[src/rtl/mdu_pkg.sv]
// Shared definitions for the multiply/divide controller: state encoding,
// iterative-unit operation codes and the default BUSY timeout.
package mdu_pkg;

   typedef enum logic [1:0] {
      S_IDLE  = 2'd0,
      S_START = 2'd1,
      S_BUSY  = 2'd2,
      S_WRITE = 2'd3
   } mdu_state_t;

   localparam logic OP_MULT = 1'b0;
   localparam logic OP_DIV  = 1'b1;

   localparam int TIMEOUT_DEFAULT = 40;

endpackage

[src/rtl/mdu_timer.sv]
// BUSY-cycle counter: cleared when an operation is launched, counts while
// enabled, flags the cycle on which the TIMEOUT-th BUSY cycle completes.
module mdu_timer
   import mdu_pkg::*;
#(
   parameter int TIMEOUT = TIMEOUT_DEFAULT
) (
   input  logic clk,
   input  logic rst,
   input  logic clr,
   input  logic en,
   output logic expired
);

   logic [5:0] count;

   always_ff @(posedge clk) begin
      if (rst || clr) begin
         count <= 6'd0;
      end else if (en) begin
         count <= count + 6'd1;
      end
   end

   // The current BUSY cycle is the TIMEOUT-th one, so the abort lands on its edge.
   assign expired = en && (count == 6'(TIMEOUT - 1));

endmodule

[src/rtl/mdu_ctrl.sv]
// Multiply/divide controller: sequences the shared iterative unit, stalls the
// pipeline while it runs and owns the architectural HI/LO registers.
module mdu_ctrl
   import mdu_pkg::*;
#(
   parameter int TIMEOUT = TIMEOUT_DEFAULT
) (
   input  logic        clk,
   input  logic        rst,
   input  logic        MultE,
   input  logic        DivE,
   input  logic        MthiE,
   input  logic        MtloE,
   input  logic [31:0] SrcAE,
   input  logic [31:0] SrcBE,
   input  logic        UnitDone,
   input  logic [31:0] UnitHi,
   input  logic [31:0] UnitLo,
   output logic        UnitStart,
   output logic        UnitOp,
   output logic [31:0] OpA,
   output logic [31:0] OpB,
   output logic        ALUSel,
   output logic        StallMD,
   output logic [31:0] HI,
   output logic [31:0] LO,
   output logic        Err,
   output mdu_state_t  state_dbg
);

   // Unit handshake: UnitStart is a one-cycle request with OpA/OpB/UnitOp
   // stable from START until the next accepted instruction; the unit replies
   // with UnitDone plus UnitHi/UnitLo, and that reply is taken only in BUSY.

   mdu_state_t state, state_n;
   logic       tmr_clr, tmr_en, tmr_expired;
   logic       div_by_zero;

   assign div_by_zero = !MultE && DivE && (SrcBE == 32'd0);
   assign state_dbg   = state;

   mdu_timer #(.TIMEOUT(TIMEOUT)) u_timer (
      .clk     (clk),
      .rst     (rst),
      .clr     (tmr_clr),
      .en      (tmr_en),
      .expired (tmr_expired)
   );

   always_ff @(posedge clk) begin
      if (rst) begin
         state <= S_IDLE;
      end else begin
         state <= state_n;
      end
   end

   always_comb begin
      state_n   = state;
      UnitStart = 1'b0;
      ALUSel    = 1'b0;
      StallMD   = 1'b0;
      tmr_clr   = 1'b0;
      tmr_en    = 1'b0;
      case (state)
         S_IDLE: begin
            StallMD = MultE || DivE;
            if (div_by_zero) begin
               state_n = S_WRITE;
            end else if (MultE || DivE) begin
               state_n = S_START;
               tmr_clr = 1'b1;
            end
         end
         S_START: begin
            UnitStart = 1'b1;
            ALUSel    = 1'b1;
            StallMD   = 1'b1;
            state_n   = S_BUSY;
         end
         S_BUSY: begin
            ALUSel  = 1'b1;
            StallMD = 1'b1;
            tmr_en  = 1'b1;
            if (UnitDone || tmr_expired) begin
               state_n = S_WRITE;
            end
         end
         S_WRITE: begin
            // Stall is released here so the instruction retires; never relaunch.
            state_n = S_IDLE;
         end
         default: state_n = S_IDLE;
      endcase
   end

   always_ff @(posedge clk) begin
      if (rst) begin
         HI     <= 32'd0;
         LO     <= 32'd0;
         OpA    <= 32'd0;
         OpB    <= 32'd0;
         UnitOp <= OP_MULT;
         Err    <= 1'b0;
      end else begin
         case (state)
            S_IDLE: begin
               if (MultE || DivE) begin
                  OpA    <= SrcAE;
                  OpB    <= SrcBE;
                  UnitOp <= MultE ? OP_MULT : OP_DIV;
                  if (div_by_zero) begin
                     HI <= SrcAE;
                     LO <= 32'hFFFF_FFFF;
                  end
               end else begin
                  if (MthiE) HI <= SrcAE;
                  if (MtloE) LO <= SrcAE;
               end
            end
            S_BUSY: begin
               // A result arriving on the last permitted cycle beats the abort.
               if (UnitDone) begin
                  HI <= UnitHi;
                  LO <= UnitLo;
               end else if (tmr_expired) begin
                  HI  <= 32'd0;
                  LO  <= 32'd0;
                  Err <= 1'b1;
               end
            end
            default: ;
         endcase
      end
   end

endmodule
[config.mk]
export PLATFORM = sky130hd
export DESIGN_NAME = mdu_ctrl
export DESIGN_NICKNAME = d
export VERILOG_FILES = /design/src/rtl/mdu_pkg.sv /design/src/rtl/mdu_timer.sv /design/src/rtl/mdu_ctrl.sv
export SDC_FILE = /design/constraint.sdc
export NUM_CORES = 1
export LEC_CHECK = 0
export CELL_PAD_IN_SITES_DETAIL_PLACEMENT = 2
export CELL_PAD_IN_SITES_GLOBAL_PLACEMENT = 2
export CORE_MARGIN = 2
export CORE_UTILIZATION = 35
export DETAILED_ROUTE_END_ITERATION = 10
export DONT_BUFFER_PORTS = 1
export MAX_ROUTING_LAYER = met4
export PLACE_DENSITY = 0.79
export SLEW_MARGIN = 20
export SYNTH_ARGS = -nofsm -noshare
export SYNTH_HDL_FRONTEND = slang
export SYNTH_HIERARCHICAL = 1
export SYNTH_SLANG_ARGS = --single-unit
[constraint.sdc]
create_clock -name clk -period 2.7 [get_ports clk]
set_input_delay 0.54 -clock clk [delete_from_list [all_inputs] [get_ports clk]]
set_output_delay 0.54 -clock clk [all_outputs]
set_load 0.1 [all_outputs]
==> results.txt <==
Seq/Total Area, Yosys = 44.5%
DRC errors left = 0
Largest family of logic cells by synthesized area = compound AO/OA/AOI/OAI gates
RePlAce Congestion = 0.764
GRT Overall Usage = 24.6%
Final hold violation count = 0
Maxcap violations = 0
Minimum clock period = 2560 ps
Yosys warning total = 6
Status = finished, final reports clean
Clk slew on worst S/H paths = 60 ps
Hold Path Class = in2reg
DR iter-0 viols = 137
Most instantiated cells after synthesis = dfxtp_1, a21oi_1, nand2_1
Worst skew pair latency = 420 ps
Hold Path Sink = OpA[5]
Setup WS pre-CTS = 162 ps
Htree depth = 4
Fmax = 0.391 GHz
Mux contribution to synthesized area = 0.322%
Routed wl met2 = 11800 um
Count leader, synth = dfxtp_1
Clock sinks = 138
FF-to-FF path depth = 9
IO Pins = 270
Core region area = 17300 um^2
CTS tree = yes
Slew Limit Headroom = 32.5%
CP Max Fanout = 10
Root Driver = clkbuf_16
Vias in the first global route = 6122
Die Area = 18800 um^2
Drt pass-1 iters = 4
Post-Syn Area = 6210 um^2
CP Data Arrival Time = 2020 ps
Predominant post-synthesis flop cell = dfxtp_1
First-pass GRT wire length = 34100 um
CP startpoint kind = register
R2R setup slack = 180 ps
Routed via count = 5435
RSZ-0062 raised after global routing = false
Row count = 48
Final period util = 94.8%
Pin slew with the least headroom to its limit = 1010 ps
Crit path launch = state_dbg[1]
Initial antenna violation count = 0
Mapped Cells = 687
Cell taking the most area after synthesis = dfxtp_1
Die W = 137 um
DR vias/cell = 5.56
Worst Hold Depth = 1
IO buf count = 0
Worst EP required = 2160 ps
XOR/XNOR Fraction of Synth Area = 0.564%
Critical path class = reg2out
#FFs+latches synth = 138
FILL cells = 1896
Routed Antenna Nets = 0
Routed wl met3 = 2060 um
Total CTS buffers = 17
CTS max path bufs = 2
WL per Instance = 23.4 um
FFs w/ async S/R, synth = 0%
Post-Syn Nets = 827
Avg Synthesized Cell Area = 9.04 um^2
Final Max Tran Viols = 0
Final TNS setup = 0 ps
Post-synthesis adder-cell area fraction = 1.01%
Number of synthesized flops with an enable pin = 0
Worst Skew = 9.25 ps
Initial core utilization = 35.9%
P&R area growth vs syn = 22.0%
Ant. Diodes = 0
Area share of the largest cell type after synthesis = 44.5%
Reg2Reg Launch Point = u_timer/count[0]
Largest net degree at the start of global routing = 134
Post-layout nets = 881
Drt total wl = 22900 um
GRT Residual Overflow = 0
Uppermost layer routed = met4
Simple-gate share of the synthesized area = 17.7%
Synth cell types = 43
Layout cell share with drive strength beyond 1 = 31.9%
Worst setup margin = 142 ps
Endpoints failing setup = 0
Post-DP HPWL = 16400 um
Post-synthesis compound-gate area fraction = 30.1%
Wl on met1 = 8630 um
CP endpoint kind = output port
Synth area leaders = dfxtp_1, a21oi_1, nand2_1
Hold_sp = rst
Post-CTS Hold Buffers = 0
Chip Height = 137 um
FF-to-FF End = LO[15]
[through the flow]
| step | hold WS, ps | instances | util [%] | instance area [um^2] |
|---|---|---|---|---|
| after floorplan | 453 | 687 | - | 6230 |
| after global placement | 467 | 947 | 40.3 | 6970 |
| after detailed placement | 501 | 947 | 40.3 | 6970 |
| after CTS | 173 | 978 | 43.8 | 7570 |
| after global routing | 172 | 978 | 43.8 | 7580 |
| final | 198 | 978 | 43.8 | 7580 |
[cell families (layout without fill, tap and decap cells)]
kind of cell | after synthesis | after routing
fa+ha+maj | 5 | 5
compound gates | 237 | 237
xor+xnor | 4 | 4
buf+inv | 65 | 131
simple gates | 236 | 236
flops | 138 | 138
mux | 2 | 2
[sequential cells by signal, summed over array words and instances, names as in the netlist]
register and cells:
OpA 32, LO 32, state_dbg 2, HI 32, UnitOp 1, u_timer/count 6, OpB 32, Err 1
[per-layer routing]
layer	vias up	GRT usage (%)
li1	2507	-
met1	2691	25.4
met2	204	43.1
met3	33	8.94
met4	0	8.82
met5	-	-
[cell type report]
cell class | count | area, um^2 | area share, %
Clock buffer | 20 | 457 | 6.03
Inverter | 3 | 11.3 | 0.149
Sequential cell | 138 | 2770 | 36.5
Timing Repair Buffer | 97 | 782 | 10.3
Multi-Input combinational cell | 484 | 3130 | 41.3
Tap cell | 225 | 282 | 3.72
Clock inverter | 11 | 145 | 1.92
[worst max-delay path by stage]
stage / endpoint / cells past startpoint
detailed placement: HI[25] / 9
CTS: StallMD / 8
finish: StallMD / 8
global route: HI[25] / 9
floorplan: StallMD / 4
global placement: HI[0] / 6
[cells in the final DEF, fill, tap and decap left out, drive strengths merged, types with 2 or more instances in the layout]
cell / n
a211oi: 34
nor4b: 2
bufinv: 3
buf: 97
ha: 5
nor2: 48
xor2: 3
clkinv: 3
nand3b: 2
a21boi: 2
a221oi: 32
nand4: 3
nor2b: 33
and2: 2
nand2: 132
mux2i: 2
clkinvlp: 4
nand3: 2
dfxtp: 138
inv: 4
clkbuf: 20
nor3: 2
o21ai: 2
nor4: 7
a21oi: 164
[what timing repair did]
item	in CTS	in global routing
setup endpoints to repair	0	1
buffers inserted	0	0
gates resized for setup	0	1
[critical path: stages, from the launching register on]
cell,delay [ps]
dfxtp_4,350
buf_6,230
inv_1,110
ha_2,190
buf_4,190
nor2b_4,140
nor2_1,170
nor2_4,50
buf_12,160
Power is not shown: default switching activity piles up to over one toggle a cycle in this logic, so the estimate is an artifact.
